### src/rtl/div_unit_pkg.sv
// div_unit_pkg: divider state codes, handshake levels and the aluop codes that select DIV/DIVU
package div_unit_pkg;
  typedef enum logic [1:0] {
    DivFree   = 2'b00,
    DivByZero = 2'b01,
    DivOn     = 2'b10,
    DivEnd    = 2'b11
  } div_state_t;
  localparam logic RstEnable = 1'b0;
  localparam logic [31:0] ZeroWord = 32'h0;
  localparam logic DivResultReady = 1'b1;
  localparam logic DivResultNotReady = 1'b0;
  localparam logic DivStart = 1'b1;
  localparam logic DivStop = 1'b0;
  localparam logic [7:0] EXE_DIV_OP = 8'b00011010;
  localparam logic [7:0] EXE_DIVU_OP = 8'b00011011;
endpackage

### src/rtl/div_unit.sv
// div_unit: restoring signed/unsigned divider, one quotient bit per clock, result packed {rem, quo}.
// Define DIV_ANNUL_EN to let annul_i abandon an in-flight divide.
module div_unit
  import div_unit_pkg::*;
#(
  parameter int WIDTH = 32,
  parameter int CNT_W = $clog2(WIDTH) + 1
) (
  input  logic               clk,
  input  logic               rst,
  input  logic               signed_div_i,
  input  logic [WIDTH-1:0]   opdata1_i,
  input  logic [WIDTH-1:0]   opdata2_i,
  input  logic               start_i,
  input  logic               annul_i,
  output logic [2*WIDTH-1:0] result_o,
  output logic               ready_o
);
  div_state_t state, state_nxt;
  logic [2*WIDTH:0] dvd, dvd_nxt;
  logic [WIDTH-1:0] dvs, dvs_nxt, mag1, mag2, quo, rem;
  logic [WIDTH:0] trial;
  logic [CNT_W-1:0] cnt, cnt_nxt;
  logic s1, s2, s1_nxt, s2_nxt, neg1, neg2, ready_nxt, annul, go;
  logic [2*WIDTH-1:0] result_nxt;
`ifdef DIV_ANNUL_EN
  assign annul = annul_i;
`else
  assign annul = annul_i & 1'b0;
`endif
  assign go = start_i == DivStart;
  assign neg1 = signed_div_i & opdata1_i[WIDTH-1];
  assign neg2 = signed_div_i & opdata2_i[WIDTH-1];
  assign mag1 = neg1 ? -opdata1_i : opdata1_i;
  assign mag2 = neg2 ? -opdata2_i : opdata2_i;
  assign quo = dvd[WIDTH-1:0];
  assign rem = dvd[2*WIDTH-1:WIDTH];
  // remainder after the left shift, minus divisor; bit WIDTH set means the trial went negative
  assign trial = dvd[2*WIDTH-1:WIDTH-1] - {1'b0, dvs};
  always_ff @(posedge clk or negedge rst) begin
    if (!rst) begin
      state    <= DivFree;
      dvd      <= '0;
      dvs      <= '0;
      cnt      <= '0;
      s1       <= 1'b0;
      s2       <= 1'b0;
      ready_o  <= DivResultNotReady;
      result_o <= '0;
    end else begin
      state    <= state_nxt;
      dvd      <= dvd_nxt;
      dvs      <= dvs_nxt;
      cnt      <= cnt_nxt;
      s1       <= s1_nxt;
      s2       <= s2_nxt;
      ready_o  <= ready_nxt;
      result_o <= result_nxt;
    end
  end
  always_comb begin
    state_nxt  = state;
    dvd_nxt    = dvd;
    dvs_nxt    = dvs;
    cnt_nxt    = cnt;
    s1_nxt     = s1;
    s2_nxt     = s2;
    ready_nxt  = DivResultNotReady;
    result_nxt = '0;
    case (state)
      DivFree: if (go) begin
        state_nxt = (opdata2_i == '0) ? DivByZero : DivOn;
        dvd_nxt   = {{(WIDTH+1){1'b0}}, mag1};
        dvs_nxt   = mag2;
        s1_nxt    = neg1;
        s2_nxt    = neg2;
        cnt_nxt   = '0;
      end
      DivByZero: begin
        state_nxt = annul ? DivFree : DivEnd;
        dvd_nxt   = '0;
      end
      DivOn: if (annul) state_nxt = DivFree;
      else begin
        dvd_nxt   = trial[WIDTH] ? {dvd[2*WIDTH-1:0], 1'b0} : {trial, dvd[WIDTH-2:0], 1'b1};
        cnt_nxt   = cnt + 1'b1;
        state_nxt = (cnt == CNT_W'(WIDTH - 1)) ? DivEnd : DivOn;
      end
      DivEnd: begin
        state_nxt  = go ? DivEnd : DivFree;
        ready_nxt  = go ? DivResultReady : DivResultNotReady;
        result_nxt = go ? {(s1 ? -rem : rem), ((s1 ^ s2) ? -quo : quo)} : '0;
      end
      default: state_nxt = DivFree;
    endcase
  end
endmodule

### config.mk
export PLATFORM = sky130hd
export DESIGN_NAME = div_unit
export DESIGN_NICKNAME = d
export VERILOG_FILES = /design/src/rtl/div_unit_pkg.sv /design/src/rtl/div_unit.sv
export SDC_FILE = /design/constraint.sdc
export NUM_CORES = 1
export LEC_CHECK = 0
export CAP_MARGIN = 20
export CORE_MARGIN = 2
export CORE_UTILIZATION = 35
export CTS_BUF_LIST = sky130_fd_sc_hd__clkbuf_2 sky130_fd_sc_hd__clkbuf_4 sky130_fd_sc_hd__clkbuf_8
export CTS_CLUSTER_DIAMETER = 120
export DETAILED_ROUTE_END_ITERATION = 7
export GPL_ROUTABILITY_DRIVEN = 0
export GPL_TIMING_DRIVEN = 0
export PLACE_DENSITY_LB_ADDON = 0.25
export SYNTH_ARGS = -nofsm -noshare
export SYNTH_HDL_FRONTEND = slang
export SYNTH_SLANG_ARGS = --single-unit
### constraint.sdc
create_clock -name clk -period 9.7 [get_ports clk]
set_clock_uncertainty 0.05 [all_clocks]
set_input_delay 1.94 -clock clk [delete_from_list [all_inputs] [get_ports clk]]
set_output_delay 1.94 -clock clk [all_outputs]
set_load 0.05 [all_outputs]
==> qor.csv <==
stage,metric,value,unit
setup_path,critical-path cell list,clkdlybuf4s50_1 -> or4_1 -> or4_1 -> or3_1 -> nor4_2 -> nand2_1 -> o41ai_1 -> o22ai_1,
logic_synthesis,Post-synth ARST share,100,%
clock_network,Skew-Pair Late Insertion Delay,470,ps
detailed_routing,Pre-Repair DR Iteration Count,5,
grt,pin count of the biggest net entering global routing,124,
power,Static Leak,5.61,nW
placement,I/O Buffers,132,
power,logic gate share of total power,50.0,%
detailed_routing,Remaining DRCs,0,
cells_and_area,filler instances,3087,
logic_synthesis,Synth area leader,dfrtp_1,
sta,maximum clock frequency,0.209,GHz
floorplanning,Core Area,30600,sq um
setup_path,critical path arrival,5060,ps
detailed_routing,DR WL/cell,15.9,microns
sta,RSZ-0062 raised after global routing,no,
clock_network,clock root cell,clkbuf_8,
sta,Tcrit/Tclk final,49.3,%
sta,"Hold Vio Cnt, Final",0,
logic_synthesis,top-area cell type share of the netlist area,39.3,%
floorplanning,Die Y,180,microns
cells_and_area,fraction of layout cells with a size suffix above 1,3.97,%
detailed_routing,Routed Antenna Nets,0,
cells_and_area,Post-Layout Cell Count,1830,
cells_and_area,"most common cell after layout, fill and taps aside",dfrtp_1,
grt,first-pass GRT wire length,47.6,mm
floorplanning,Die Area,32600,sq um
clock_network,Worst-path clk slew,100,ps
power,Flop pwr share,34.2,%
hold_path,Worst Hold Endpoint,dvs[30],
cells_and_area,Final #Nets,1532,
sta,final setup violation count,0,
grt,gr usage total,17.9,%
power,peak supply drop,106,uV
power,Net Sw Frac,46.8,%
power,internal power,1.61,mW
cells_and_area,design area,13100,sq um
setup_path,Worst path most repeated cell,or4_1,
clock_network,TritonCTS clock tree,done,
setup_path,RR Startpoint,dvd[31],
sta,Setup WS post-layout,4920,ps
setup_path,reg2reg end,dvd[62],
placement,Cells after DPL,1798,
sta,Max Slew Vio Count,0,
placement,Area after DPL,12700,sq um
detailed_routing,vias,9320,
logic_synthesis,Seq cells post-synth,171,
sta,Slew HR,54.2,%
cells_and_area,"commonest cells after routing, fill and taps aside","171 x dfrtp_1, 149 x nand2_1, 144 x o21ai_0",
setup_path,"slowest stage cell, crit path",or4_1,
clock_network,Inserted Clock Buffers,17,
clock_network,Clock Sinks,171,
placement,DPL Wire Length,23.1,mm
logic_synthesis,sequential share of the synthesized area,39.3,%
hold_path,Worst Hold Depth,2,
clock_network,CTS-repair resized insts,0,
placement,Placement Setup Slack,4430,ps
hold_path,min-delay worst type,register to register,
power,total power,3.03,mW
setup_path,Critical Path RT,9980,ps
grt,antenna violations before repair,0,
logic_synthesis,Synth area leaders,"dfrtp_1 39%, o21ai_0 6.6%, xor2_1 6.4%",
hold_path,Min-Delay Startpoint,dvs[30],
logic_synthesis,Post-synth top flop,dfrtp_1,
clock_network,Post-CTS Setup Inserts,0,
setup_path,Worst setup EP type,register,
setup_path,Reg2Reg Setup Slack,5770,ps
setup_path,"Largest stage delay, worst path",560,ps
logic_synthesis,Mean Syn Cell Area,8.59,sq um
sta,Least-Margin Pin Slew,679,ps
logic_synthesis,Post-synth EDFFs,0,
detailed_routing,DRT iter0 DRCs,689,
clock_network,Clock Path Buffers,2,
logic_synthesis,synthesized area,10900,sq um
logic_synthesis,Post-Synthesis Cells,1269,
sta,Tmin final,4780,ps
grt,gr ovfl total,0,
outcome,outcome,completed,
detailed_routing,"wirelength, routed",29.2,mm
floorplanning,row count,64,
detailed_routing,via/cell ratio,5.09,
floorplanning,die width,180,microns
logic_synthesis,post-synthesis net count,1380,
setup_path,kind of critical path,primary input to register,
setup_path,Reg2Reg Depth,12,
clock_network,CTS hold repair buffers,0,
grt,vias in the first global route,9077,
setup_path,CP Max Fanout,5,
logic_synthesis,Synth cell types,66,
power,Psw,1.42,mW
cells_and_area,Antenna Cells,0,
power,clock share of power,15.9,%
run,Max Cap Viol,0,
logic_synthesis,Syn. warnings,0,
power,Power Density,231,nW/um^2
floorplanning,IO Count,134,
clock_network,Max H-tree Level,4,
floorplanning,Initial Utilization,35.6,%
cells_and_area,Layout area overhead,20.4,%
setup_path,CP Launch Type,primary input,
layer usage:
metal	wire length (microns)	part of all wire (%)	global-route usage (%)
met4	297	1.0	4.23
met5	0	0	0
met2	13000	44	27.8
met3	1790	6.1	3.72
met1	14100	48	25.7
final cells by class:
class,count,area [sq um],share of cell area (%)
plain buffers,68,260,1.98
inverters,56,210,1.60
flip-flops and latches,171,4280,32.6
clock buffers,18,241,1.84
well taps,396,495,3.78
clock inverters,14,131,1.00
multi-input cells,974,6150,46.9
repair buffers,133,1350,10.3
sequential cells by signal, indices dropped and copies added, names as in the netlist:
name	cells
s2	1
dvd	64
dvs	32
state	2
cnt	6
result_o	64
s1	1
ready_o	1
cell usage after synthesis (all sizes together) (3+ instances only):
cell	instances
mux2i	30
a2bb2oi	3
buf	9
a21oi	80
dfrtp	171
or3	18
clkbuf	59
a21o	17
nand4	9
nor3	20
a22o	5
o31ai	16
and4	3
xnor2	63
and2	10
and3	10
nor2b	4
o21ai	144
a221oi	9
a21boi	4
o41ai	16
a31oi	3
inv	56
nor2	125
or4	10
nand2	149
nor4	18
a22oi	22
or2	4
xor2	80
nand2b	8
ha	41
o21bai	5
nand3	17
power by group through the flow:
stage | clock [mW] | sequential (mW) | combinational (mW)
final | 0.480 | 1.03 | 1.51
after global routing | 0.527 | 1.06 | 1.69
after CTS | 0.496 | 1.03 | 1.52
after detailed placement | 0 | 1.05 | 1.51
after global placement | 0 | 1.04 | 1.49
after floorplan | 0 | 1.09 | 1.01
cells by family after synthesis:
family / after synthesis / share of synthesized area (%)
AO/OA/AOI/OAI: 345 / 19.3
flip-flops: 171 / 39.3
multiplexers: 30 / 2.76
XOR/XNOR: 143 / 11.5
buffers and inverters: 124 / 4.32
adder cells (fa/ha/maj): 42 / 4.89
AND/OR/NAND/NOR: 414 / 18.0
worst max-delay path, delay by kind of cell:
| family | cells | cell delay [ps] |
|---|---|---|
| buffers and inverters | 1 | 480 |
| AO/OA/AOI/OAI | 2 | 710 |
| AND/OR/NAND/NOR | 5 | 1920 |
worst max path at each step:
stage	slack (ps)	from	end	cells after the start
global placement	-450	rst	result_o[35]	1
floorplan	5350	opdata2_i[13]	state[1]	7
global route	4750	opdata2_i[2]	state[1]	9
finish	4920	opdata2_i[13]	state[1]	8
detailed placement	4430	opdata2_i[13]	state[1]	8
CTS	4940	opdata2_i[13]	state[1]	8
metrics by stage:
stage / hold slack [ps] / TNS, ps / utilization, %
2_1_floorplan: 400 / 0 / -
3_3_place_gp: 414 / -73430 / 41.6
3_5_place_dp: 420 / 0 / 41.7
4_1_cts: 442 / 0 / 42.9
5_1_grt: 461 / 0 / 42.9
6_report: 435 / 0 / 42.9
No activity file was read; power rests on OpenSTA's default activity.
